===== config.mk =====
export PLATFORM = sky130hd
export DESIGN_NAME = instr_fetch_flat
export DESIGN_NICKNAME = d
export VERILOG_FILES = /design/src/rtl/instr_fetch_pkg.sv /design/src/rtl/instr_fetch_if.sv /design/src/rtl/instr_fetch.sv /design/src/flat_wrapper.sv
export SDC_FILE = /design/constraint.sdc
export NUM_CORES = 1
export LEC_CHECK = 0
export CORE_MARGIN = 2
export CORE_UTILIZATION = 38
export DETAILED_ROUTE_END_ITERATION = 16
export GPL_TIMING_DRIVEN = 1
export PLACE_DENSITY = 0.74
export SYNTH_ARGS = -nofsm -noshare
export SYNTH_HDL_FRONTEND = slang
export SYNTH_SLANG_ARGS = --single-unit

===== constraint.sdc =====
create_clock -name clk -period 1.5 [get_ports clk]
set_input_delay 0.15 -clock clk [delete_from_list [all_inputs] [get_ports clk]]
set_output_delay 0.15 -clock clk [all_outputs]
set_load 0.02 [all_outputs]

===== src/rtl/instr_fetch_pkg.sv =====
// rtl/instr_fetch_pkg.sv - shared types and constants for the instruction fetch stage
// FSM state encoding, default widths and the NOP encoding used by decode.
package instr_fetch_pkg;

  localparam int DEF_ADDR_W = 8;
  localparam int DEF_DATA_W = 32;
  localparam int CNT_W      = 32;

  // 2'd3 is never entered; the FSM recovers from it to S_ISSUE.
  typedef enum logic [1:0] {
    S_ISSUE = 2'd0,
    S_RESP  = 2'd1,
    S_HOLD  = 2'd2
  } fetch_state_e;

  localparam logic [31:0] NOP = 32'h0000_0013;

endpackage


===== src/rtl/instr_fetch_if.sv =====
// rtl/instr_fetch_if.sv - memory, redirect and decode handshake bundle of the fetch stage
// master = fetch stage, slave = memory/execute/decode environment.
interface instr_fetch_if
  import instr_fetch_pkg::*;
#(
  parameter int ADDR_W = DEF_ADDR_W,
  parameter int DATA_W = DEF_DATA_W
) ();

  logic              fetch_en;

  logic              mem_ce;
  logic              mem_wre;
  logic [ADDR_W-1:0] mem_ad;
  logic [DATA_W-1:0] mem_din;
  logic [DATA_W-1:0] mem_dout;

  logic              redirect_valid;
  logic [ADDR_W-1:0] redirect_pc;

  logic              instr_valid;
  logic              instr_ready;
  logic [DATA_W-1:0] instr;
  logic [ADDR_W-1:0] instr_pc;
  logic [CNT_W-1:0]  fetch_cnt;

  modport master (
    input  fetch_en,
    output mem_ce, mem_wre, mem_ad, mem_din,
    input  mem_dout,
    input  redirect_valid, redirect_pc,
    output instr_valid,
    input  instr_ready,
    output instr, instr_pc, fetch_cnt
  );

  modport slave (
    output fetch_en,
    input  mem_ce, mem_wre, mem_ad, mem_din,
    output mem_dout,
    output redirect_valid, redirect_pc,
    input  instr_valid,
    output instr_ready,
    input  instr, instr_pc, fetch_cnt
  );

endinterface


===== src/rtl/instr_fetch.sv =====
// rtl/instr_fetch.sv - PC owner and 3-cycle fetch FSM feeding decode over valid/ready
// Issues a read, captures the registered memory data, holds it until decode accepts.
module instr_fetch
  import instr_fetch_pkg::*;
#(
  parameter int ADDR_W   = DEF_ADDR_W,
  parameter int DATA_W   = DEF_DATA_W,
  parameter int RESET_PC = 0,
  parameter int PC_STEP  = 4
) (
  input  logic          clk,
  input  logic          rst,
  instr_fetch_if.master bus
);

  fetch_state_e      state_q;
  logic [ADDR_W-1:0] pc_q;
  logic [ADDR_W-1:0] pc_inc_d;
  logic              instr_valid_q;
  logic [DATA_W-1:0] instr_q;
  logic [ADDR_W-1:0] instr_pc_q;
  logic [CNT_W-1:0]  fetch_cnt_q;
  logic              accept_d;

  // Truncation to ADDR_W gives the modulo-2^ADDR_W wrap of the PC.
  assign pc_inc_d = pc_q + ADDR_W'(PC_STEP);
  assign accept_d = (state_q == S_HOLD) && bus.instr_ready;

  always_ff @(posedge clk or negedge rst) begin
    if (!rst) begin
      state_q       <= S_ISSUE;
      pc_q          <= ADDR_W'(RESET_PC);
      instr_valid_q <= 1'b0;
      instr_q       <= '0;
      instr_pc_q    <= '0;
      fetch_cnt_q   <= '0;
    end else if (bus.redirect_valid) begin
      // Redirect wins everywhere; an instruction accepted this same cycle still counts.
      state_q       <= S_ISSUE;
      pc_q          <= bus.redirect_pc;
      instr_valid_q <= 1'b0;
      if (accept_d) begin
        fetch_cnt_q <= fetch_cnt_q + CNT_W'(1);
      end
    end else begin
      case (state_q)
        S_ISSUE: begin
          if (bus.fetch_en) begin
            state_q <= S_RESP;
          end
        end
        S_RESP: begin
          instr_q       <= bus.mem_dout;
          instr_pc_q    <= pc_q;
          instr_valid_q <= 1'b1;
          state_q       <= S_HOLD;
        end
        S_HOLD: begin
          if (bus.instr_ready) begin
            instr_valid_q <= 1'b0;
            pc_q          <= pc_inc_d;
            fetch_cnt_q   <= fetch_cnt_q + CNT_W'(1);
            state_q       <= S_ISSUE;
          end
        end
        default: begin
          instr_valid_q <= 1'b0;
          state_q       <= S_ISSUE;
        end
      endcase
    end
  end

  assign bus.mem_ce      = (state_q == S_ISSUE) || (state_q == S_RESP);
  assign bus.mem_wre     = 1'b0;
  assign bus.mem_ad      = pc_q;
  assign bus.mem_din     = '0;
  assign bus.instr_valid = instr_valid_q;
  assign bus.instr       = instr_q;
  assign bus.instr_pc    = instr_pc_q;
  assign bus.fetch_cnt   = fetch_cnt_q;

endmodule


===== src/flat_wrapper.sv =====
// flat-port wrapper written by rule: the top's interface ports become plain ports
module instr_fetch_flat import instr_fetch_pkg::*;
#(
  parameter int ADDR_W   = DEF_ADDR_W,
  parameter int DATA_W   = DEF_DATA_W,
  parameter int RESET_PC = 0,
  parameter int PC_STEP  = 4
)
  (clk, rst, bus_fetch_en, bus_mem_ce, bus_mem_wre, bus_mem_ad, bus_mem_din, bus_mem_dout, bus_redirect_valid, bus_redirect_pc, bus_instr_valid, bus_instr_ready, bus_instr, bus_instr_pc, bus_fetch_cnt);
  instr_fetch_if #(.ADDR_W(ADDR_W), .DATA_W(DATA_W)) bus_i ();
  input  logic clk;
  input  logic rst;
  input wire logic [$bits(bus_i.fetch_en)-1:0] bus_fetch_en;
  output wire logic [$bits(bus_i.mem_ce)-1:0] bus_mem_ce;
  output wire logic [$bits(bus_i.mem_wre)-1:0] bus_mem_wre;
  output wire logic [$bits(bus_i.mem_ad)-1:0] bus_mem_ad;
  output wire logic [$bits(bus_i.mem_din)-1:0] bus_mem_din;
  input wire logic [$bits(bus_i.mem_dout)-1:0] bus_mem_dout;
  input wire logic [$bits(bus_i.redirect_valid)-1:0] bus_redirect_valid;
  input wire logic [$bits(bus_i.redirect_pc)-1:0] bus_redirect_pc;
  output wire logic [$bits(bus_i.instr_valid)-1:0] bus_instr_valid;
  input wire logic [$bits(bus_i.instr_ready)-1:0] bus_instr_ready;
  output wire logic [$bits(bus_i.instr)-1:0] bus_instr;
  output wire logic [$bits(bus_i.instr_pc)-1:0] bus_instr_pc;
  output wire logic [$bits(bus_i.fetch_cnt)-1:0] bus_fetch_cnt;
  assign bus_i.fetch_en = bus_fetch_en;
  assign bus_mem_ce = bus_i.mem_ce;
  assign bus_mem_wre = bus_i.mem_wre;
  assign bus_mem_ad = bus_i.mem_ad;
  assign bus_mem_din = bus_i.mem_din;
  assign bus_i.mem_dout = bus_mem_dout;
  assign bus_i.redirect_valid = bus_redirect_valid;
  assign bus_i.redirect_pc = bus_redirect_pc;
  assign bus_instr_valid = bus_i.instr_valid;
  assign bus_i.instr_ready = bus_instr_ready;
  assign bus_instr = bus_i.instr;
  assign bus_instr_pc = bus_i.instr_pc;
  assign bus_fetch_cnt = bus_i.fetch_cnt;
  instr_fetch #(.ADDR_W(ADDR_W), .DATA_W(DATA_W), .RESET_PC(RESET_PC), .PC_STEP(PC_STEP)) u_core (.clk(clk), .rst(rst), .bus(bus_i));
endmodule

* Word-level counts from Yosys, hierarchy flattened
Cells that the tools add are included.
Word-level totals: flip-flop bits (word level) 83, word-level logic and storage cells 39
Cells by class: bitwise gates (word level) 1, equal/unequal tests 6, muxes and demuxes 14, reduce and logical (&&, ||, !) cells 10, add/sub/neg operators 2
Operators by type and width (count):
- $mux 32 | 4
- $add 32x1->32 const B | 1
- $mux 8 | 3
- $add 8x3->8 const B | 1
- $reduce_and 2->1 | 4
- $mux 2 | 3
- $ne 3x3->1 const B | 2
- $pmux 2 s3 | 1
- $reduce_bool 2->1 | 2
- $pmux 1 s3 | 1
- $reduce_and 3->1 | 1
- $eq 2x1->1 const B | 1
- $eq 2x2->1 const B | 1
- $logic_not 2->1 | 1
- $mux 1 | 2
- $ne 2x1->1 const B | 1
- $ne 2x2->1 const B | 1
- $logic_and 1x1->1 | 1
- $logic_or 1x1->1 | 1
- $not 1->1 | 1

* Longest topological paths before layout
Gate-level depths: netlist of the first run.
depth in word-level cells 4, gate-level depth with buffers 6

* Least setup slack after synthesis of the first run
No wires, ideal clock.
path kind flip-flop to flip-flop, from register u_core.fetch_cnt_q[0] (netlist: u_core.bus.fetch_cnt[0]), to register u_core.fetch_cnt_q[16] (netlist: u_core.bus.fetch_cnt[16]), clock period less this slack 1.665 ns, buffers on the path 0, slack -0.165 ns, cell stages (with the launch flop) 6, data arrival time 1.534 ns, setup time 0.130 ns, path through dfrtp_1 ha_1 nand4b_4 nor3_2 nand4_1 xnor2_1
On the way: word-level cells in the longest chain between the ends 4, elaborated cells on any way between the ends 5, those cells by class add/sub (1); mux (4)
Ends and longest elaborated chain:
- from (decl) | line instr_fetch.sv:22 | logic [CNT_W-1:0] fetch_cnt_q;
- from (signal assigned) | line instr_fetch.sv:43 | fetch_cnt_q <= fetch_cnt_q + CNT_W'(1);
- from (signal assigned) | line instr_fetch.sv:62 | fetch_cnt_q <= fetch_cnt_q + CNT_W'(1);
- $add 32x1->32 * | line instr_fetch.sv:43, instr_fetch.sv:62
- $mux 32 | line instr_fetch.sv:59 | if (bus.instr_ready) begin
- $mux 32 | line instr_fetch.sv:46 | case (state_q)
- $mux 32 * | line instr_fetch.sv:37 | end else if (bus.redirect_valid) begin
Every way passes the cells marked *; elsewhere a longest branch is shown, timed or not. The select of a mux whose other input is x is not followed. A chain may end at the register's enable or synchronous reset.

* Worst setup path in the final report of the first run
from register u_core.state_q[1], to register u_core.instr_q[10] (netlist: u_core.bus.instr[10])
On the way: word-level cells in the longest chain between the ends 2
Ends and longest elaborated chain:
- from (decl) | line instr_fetch.sv:16 | fetch_state_e state_q;
- from (signal assigned) | line instr_fetch.sv:31 | state_q <= S_ISSUE;
- from (signal assigned) | line instr_fetch.sv:39 | state_q <= S_ISSUE;
- from (signal assigned) | line instr_fetch.sv:49 | state_q <= S_RESP;
- $eq 2x1->1 | line instr_fetch.sv:46
- $reduce_and 2->1 (no source line)
- to (signal assigned) | line instr_fetch.sv:53 | instr_q <= bus.mem_dout;
- to (decl) | line instr_fetch.sv:20 | logic [DATA_W-1:0] instr_q;
No other way between the ends.

==> results of run 1 <==
## routing by layer
metal	vias to the layer above	wire length [µm]	part of all wire
li1	1268	-	-
met1	1324	3680	0.42
met2	97	4220	0.48
met3	14	676	0.077
met4	0	192	0.022
met5	-	0	0
## Yosys cell counts, drive strengths merged
library cell	count
conb	1
ha	2
xor2	12
and4	4
inv	2
mux2i	1
and3	10
mux2	42
nor4b	1
nand4b	1
buf	40
nor4	1
nand3b	1
xnor2	24
nand3	12
o21ai	6
nand2	17
nand4	14
nor3	5
dfrtp	83
nor3b	2
clkbuf	4
and3b	1
a21oi	1
and2	2
nor2	8
## metrics by stage
step                      cell area (µm²)  hold slack (ns)  cells
after CTS                            5380            0.282    586
final                                5720            0.291    593
after global placement               5240            0.123    569
after floorplan                      3880           -0.146    329
after detailed placement             5240            0.125    569
after global routing                 5720            0.326    593
## flip-flops by register name, summed over array words and instances (netlist names)
name                    cells
u_core.bus.instr           32
u_core.bus.instr_valid      1
u_core.bus.mem_ad           8
u_core.bus.instr_pc         8
u_core.state_q              2
u_core.bus.fetch_cnt       32
## layout make-up
cell class | count | area share
multi-input combinational | 200 | 0.282
sequential | 83 | 0.366
clock inverter | 4 | 0.00875
clock buffer | 12 | 0.0254
inverter | 2 | 0.00131
tap | 133 | 0.0291
timing repair buffer | 159 | 0.287
## cells by family after synthesis
group | Yosys count | share of synthesized area
other | 1 | 0.00100
AOI/OAI and AO/OA | 7 | 0.00938
xor gates and xnor gates | 36 | 0.0844
and+or+nand+nor | 79 | 0.130
buffers and inverters | 46 | 0.0831
muxes | 43 | 0.129
adders and majority gates | 2 | 0.00670
DFF | 83 | 0.556
## layout by cell type (no fill, tap or decap), types with 3 or more instances in the layout
cell type / n
dfrtp_1: 71
xnor2_1: 24
xor2_1: 12
and3_1: 10
buf_12: 6
o21ai_0: 6
mux2_2: 12
clkbuf_16: 3
and4_1: 4
nand4_1: 14
dlygate4sd2_1: 52
nand3_1: 11
nand2_1: 17
clkdlybuf4s50_1: 47
conb_1: 33
buf_4: 22
nor2_1: 8
dlymetal6s2s_1: 25
mux2_4: 30
clkbuf_8: 10
dfrtp_2: 12
## repair_timing
item                       4_1_cts  5_1_grt
cloned                           0        5
resized for setup               54       66
setup buffers                    0        2
pin swaps                        1        3
hold buffers                     1        0
hold endpoints to repair        30        0
setup endpoints to repair      107       84
## worst max-delay path by stage
stage                                           to  slack, ns  cells after the start
after floorplan           u_core.bus.fetch_cnt[25]      -0.02                      5
after global placement    u_core.bus.fetch_cnt[10]      -0.25                      6
after detailed placement  u_core.bus.fetch_cnt[29]      -0.27                      6
after CTS                            bus_instr[16]     0.0008                      1
after global routing          u_core.bus.instr[17]      -0.09                      4
final                         u_core.bus.instr[10]      -0.03                      4
## power by group
group / switching (µW) / internal [µW]
registers: 228 / 2600
logic: 944 / 1050
clock network: 796 / 814
==> metrics.md, run 1 <==
| Metric | Value |
|---|---|
| Outcome | finished with violations |
| Failing checks | setup timing |
| Static leakage | 0.00301 µW |
| Root buffer cell | clkbuf_8 |
| Hold Vio Cnt, Final | 0 |
| Pins Over Slew Limit | 0 |
| Final GP Congestion | 0.813 |
| Yosys reg bits | 83 |
| M3 GR Usage | 0.0536 |
| Die area | 10,600 µm² |
| RR Endpoint | u_core.bus.instr[10] |
| Reg2reg path depth | 4 |
| Clock latency at the later pin of the worst-skew pair | 0.35 ns |
| Vias in the first global route | 2,585 |
| Reg2reg setup slack | -0.03 ns |
| Layout Nets | 502 |
| DRC viols | 0 |
| Antenna violations before repair | 0 |
| Routed WL per cell | 14.8 µm |
| CTS Buffer Depth | 2 |
| Post-Place Setup Slack | -0.270 ns |
| Crit. Startpoint | u_core.state_q[1] |
| Power Total | 6440 µW |
| Final WL | 8.76 mm |
| Initial Util | 0.387 |
| Clk pin slew, worst setup/hold paths | 0.08 ns |
| IO Count | 160 |
| CP endpoint kind | flop |
| WP buf/inv | 2 |
| Mean area per synthesized cell | 12.6 µm² |
| Unique cell type count in the Yosys netlist | 30 |
| Post-synthesis sequential area ratio | 0.556 |
| CTS tree | built |
| WP data required | 1.74 ns |
| Share of layout cells above drive strength 1 | 0.243 |
| Worst-path cell chain | nor3b_4, buf_12, clkbuf_16, mux2_2 |
| Layout Skew | 0.00749 ns |
| Worst setup margin | -0.0292 ns |
| Antenna diodes | 0 |
| Peak VDD IR | 0.000627 V |
| Max Freq | 654 MHz |
| Number of fill cells | 836 |
| Synth-to-Final Area Change | 53.1% |
| Largest net degree at the start of global routing | 41 |
| Period Utilization, post-route | 1.02 |
| Delay-heaviest family, CP | flip-flops |
| DRT antenna net count | 0 |
| Synth Instances | 297 |
| First-pass GRT wire length | 12.8 mm |
| Area leader, netlist | dfrtp_1 |
| Arr. time, crit path | 1.77 ns |
| Max FO, Critical Path | 10 |
| Fin crit period | 1.53 ns |
| Max stage delay cell, worst path | dfrtp_2 |
| M2 GR Usage | 0.247 |
| M1 GR Usage | 0.197 |
| Clock sinks | 83 |
| Via count | 2,703 |
| P per Cell Area | 1130 nW/µm² |
| Share of the synthesized area in the top cell type | 0.556 |
| Clock H-tree levels | 3 |
| Synth top area cells | dfrtp_1 56%, mux2_2 12%, buf_4 7.0% |
| Chip Width | 103 µm |
| Final setup vio count | 10 |
| Ys Warns | 0 |
| Sequential cell area | 2090 µm² |
| Num CTS Buffers | 9 |
| Multi-input gate area | 1620 µm² |
| Setup CP Type | flop to flop |
| RSZ-0062 raised after global routing | yes |
| GRT Max-Usage Layer | met2 |
| Startpoint Class | flop |
| Drt pass-1 iters | 4 |
| Fin Setup TNS | -0.229 ns |
| IO Port Bufs | 126 |
| Gr ovfl total | 0 |
| GRT Util Overall | 0.160 |
| R2R Path Start | u_core.state_q[1] |
| Max incr delay on CP | 0.48 ns |
| Core Rows | 36 |
| Initial DRC count | 55 |
| Core Region | 9640 µm² |
| Die H | 103 µm |
| DR vias/cell | 4.56 |
| Max cap viols | 0 |
| Final core occ | 0.593 |
| Tightest Hold Check Type | input port to asynchronous set/reset pin |
| Post-DP HPWL | 5.94 mm |
| Post-Syn Area | 3730 µm² |
Note: power is estimated with default switching activity, not from simulation.
==> run 2, diff against run 1 <==
--- a/config.mk
+++ b/config.mk
@@ -10,6 +10,7 @@
 export DETAILED_ROUTE_END_ITERATION = 16
 export GPL_TIMING_DRIVEN = 1
 export PLACE_DENSITY = 0.74
+export SKIP_CTS_REPAIR_TIMING = 1
 export SYNTH_ARGS = -nofsm -noshare
 export SYNTH_HDL_FRONTEND = slang
 export SYNTH_SLANG_ARGS = --single-unit
==> run 2 against run 1 <==
Compared with the run above:
- the run still ends with setup timing left
- combinational power grew 5%
- count of clock-buffer cells in the layout did not move
- total power is 2.0% higher
- critical path type unchanged
- die area did not move
==> metrics.md, run 2 (same netlist as run 1, synthesis figures left out) <==
| Metric | Value |
|---|---|
| DRC viols | 0 |
| Routed WL per cell | 15.5 µm |
| Vias in the first global route | 2,581 |
| Antenna violations before repair | 0 |
| M2 GR Usage | 0.246 |
| Max incr delay on CP | 0.37 ns |
| Final GP Congestion | 0.813 |
| DRT antenna net count | 0 |
| RSZ-0062 raised after global routing | yes |
| IO Count | 160 |
| Chip Width | 103 µm |
| Largest net degree at the start of global routing | 41 |
| Startpoint Class | flop |
| GRT Max-Usage Layer | met2 |
| Tightest Hold Check Type | input port to asynchronous set/reset pin |
| Antenna diodes | 0 |
| Worst-path cell chain | nand4_1, buf_6, nor4_4, buf_4, nand4_1, xnor2_1 |
| Drt pass-1 iters | 4 |
| Via count | 2,736 |
| Fin Setup TNS | -0.132 ns |
| Cell mode on critical path | nand4_1 |
| Sequential cell area | 2090 µm² |
| Gr ovfl total | 0 |
| Max Freq | 648 MHz |
| Fin crit period | 1.54 ns |
| Final setup vio count | 14 |
| Period Utilization, post-route | 1.03 |
| Core Region | 9640 µm² |
| Cell total after placement | 569 |
| WP data required | 1.75 ns |
| Post-DP HPWL | 5.94 mm |
| First-pass GRT wire length | 12.8 mm |
| Reg2reg setup slack | -0.04 ns |
| Non-Filler Instances | 596 |
| DR vias/cell | 4.59 |
| M1 GR Usage | 0.198 |
| IO Port Bufs | 126 |
| Die area | 10,600 µm² |
| Clock sinks | 83 |
| Max cap viols | 0 |
| CTS tree | built |
| Synth-to-Final Area Change | 61.1% |
| M3 GR Usage | 0.0590 |
| Commonest non-fill, non-tap cell in the layout | dlymetal6s2s_1 |
| Initial DRC count | 58 |
| Hold Worst Slack | 0.284 ns |
| Pins Over Slew Limit | 0 |
| Max FO, Critical Path | 5 |
| Hold Vio Cnt, Final | 0 |
| Arr. time, crit path | 1.80 ns |
| GRT Util Overall | 0.159 |
| Share of layout cells above drive strength 1 | 0.253 |
| Layout Nets | 505 |
| Die H | 103 µm |
| P per Cell Area | 1090 nW/µm² |
| Core Rows | 36 |
| Multi-input gate area | 1670 µm² |
| Clock H-tree levels | 3 |
| Num CTS Buffers | 9 |
| CTS Buffer Depth | 2 |
| Outcome | finished with violations |
| Worst setup margin | -0.0432 ns |
| WP buf/inv | 2 |
| Clk pin slew, worst setup/hold paths | 0.08 ns |
| Max stage delay cell, worst path | dfrtp_2 |
| Delay-heaviest family, CP | simple AND/OR/NAND/NOR gates |
| Peak VDD IR | 0.000636 V |
| Number of fill cells | 762 |
| Static leakage | 0.00369 µW |
| Failing checks | setup timing |
| Most frequent cells in the layout | 78 x dlymetal6s2s_1, 71 x dfrtp_1, 47 x clkdlybuf4s50_1 |
| Clock latency at the later pin of the worst-skew pair | 0.36 ns |
| Power Total | 6560 µW |
| Initial Util | 0.387 |
| Setup CP Type | flop to flop |
| CP endpoint kind | flop |
| Root buffer cell | clkbuf_8 |
| Layout Skew | 0.00720 ns |
| Final WL | 9.23 mm |
==> run 2: per-layer routing <==
layer / routed length (µm) / vias up
met5: 0 / -
met4: 194 / 0
met3: 674 / 14
met2: 4390 / 104
met1: 3960 / 1341
li1: - / 1277
==> run 2: path summary, 6_finish.rpt <==
check / start / to / cells after the start
min: rst / u_core.bus.instr[12] / 2
max reg2reg: u_core.bus.fetch_cnt[5] / u_core.bus.fetch_cnt[29] / 6
min in group clk: bus_redirect_pc[5] / u_core.bus.mem_ad[5] / 3
min reg2reg: u_core.bus.fetch_cnt[14] / u_core.bus.fetch_cnt[14] / 1
max in group asynchronous: rst / u_core.state_q[1] / 3
max: u_core.bus.fetch_cnt[5] / u_core.bus.fetch_cnt[29] / 6
==> run 2: per-stage QoR <==
step	setup WS, ns	area (µm²)	util
6_report	-0.0432	6020	0.624
5_1_grt	-0.112	6020	0.624
4_1_cts	-0.270	5430	0.564
3_5_place_dp	-0.270	5240	0.543
3_3_place_gp	-0.253	5240	0.543
2_1_floorplan	-0.0169	3880	-
==> run 2: final cells by class <==
cell class | count | share of cell area
Clock buffer | 12 | 0.0241
Clock inverter | 4 | 0.00832
Inverter | 2 | 0.00125
Multi-Input combinational cell | 200 | 0.277
Sequential cell | 83 | 0.348
Tap cell | 133 | 0.0277
Timing Repair Buffer | 162 | 0.314
==> run 2: worst reg2reg max path, stage by stage, from the launching register on <==
cell     delay (ns)
dfrtp_2        0.37
nand4_1        0.14
buf_6          0.15
nor4_4         0.33
buf_4          0.20
nand4_1        0.11
xnor2_1        0.14
==> run 2: report_power, final <==
group,internal (µW),switching [µW]
Combinational,1160,953
Sequential,2600,235
Clock,813,804
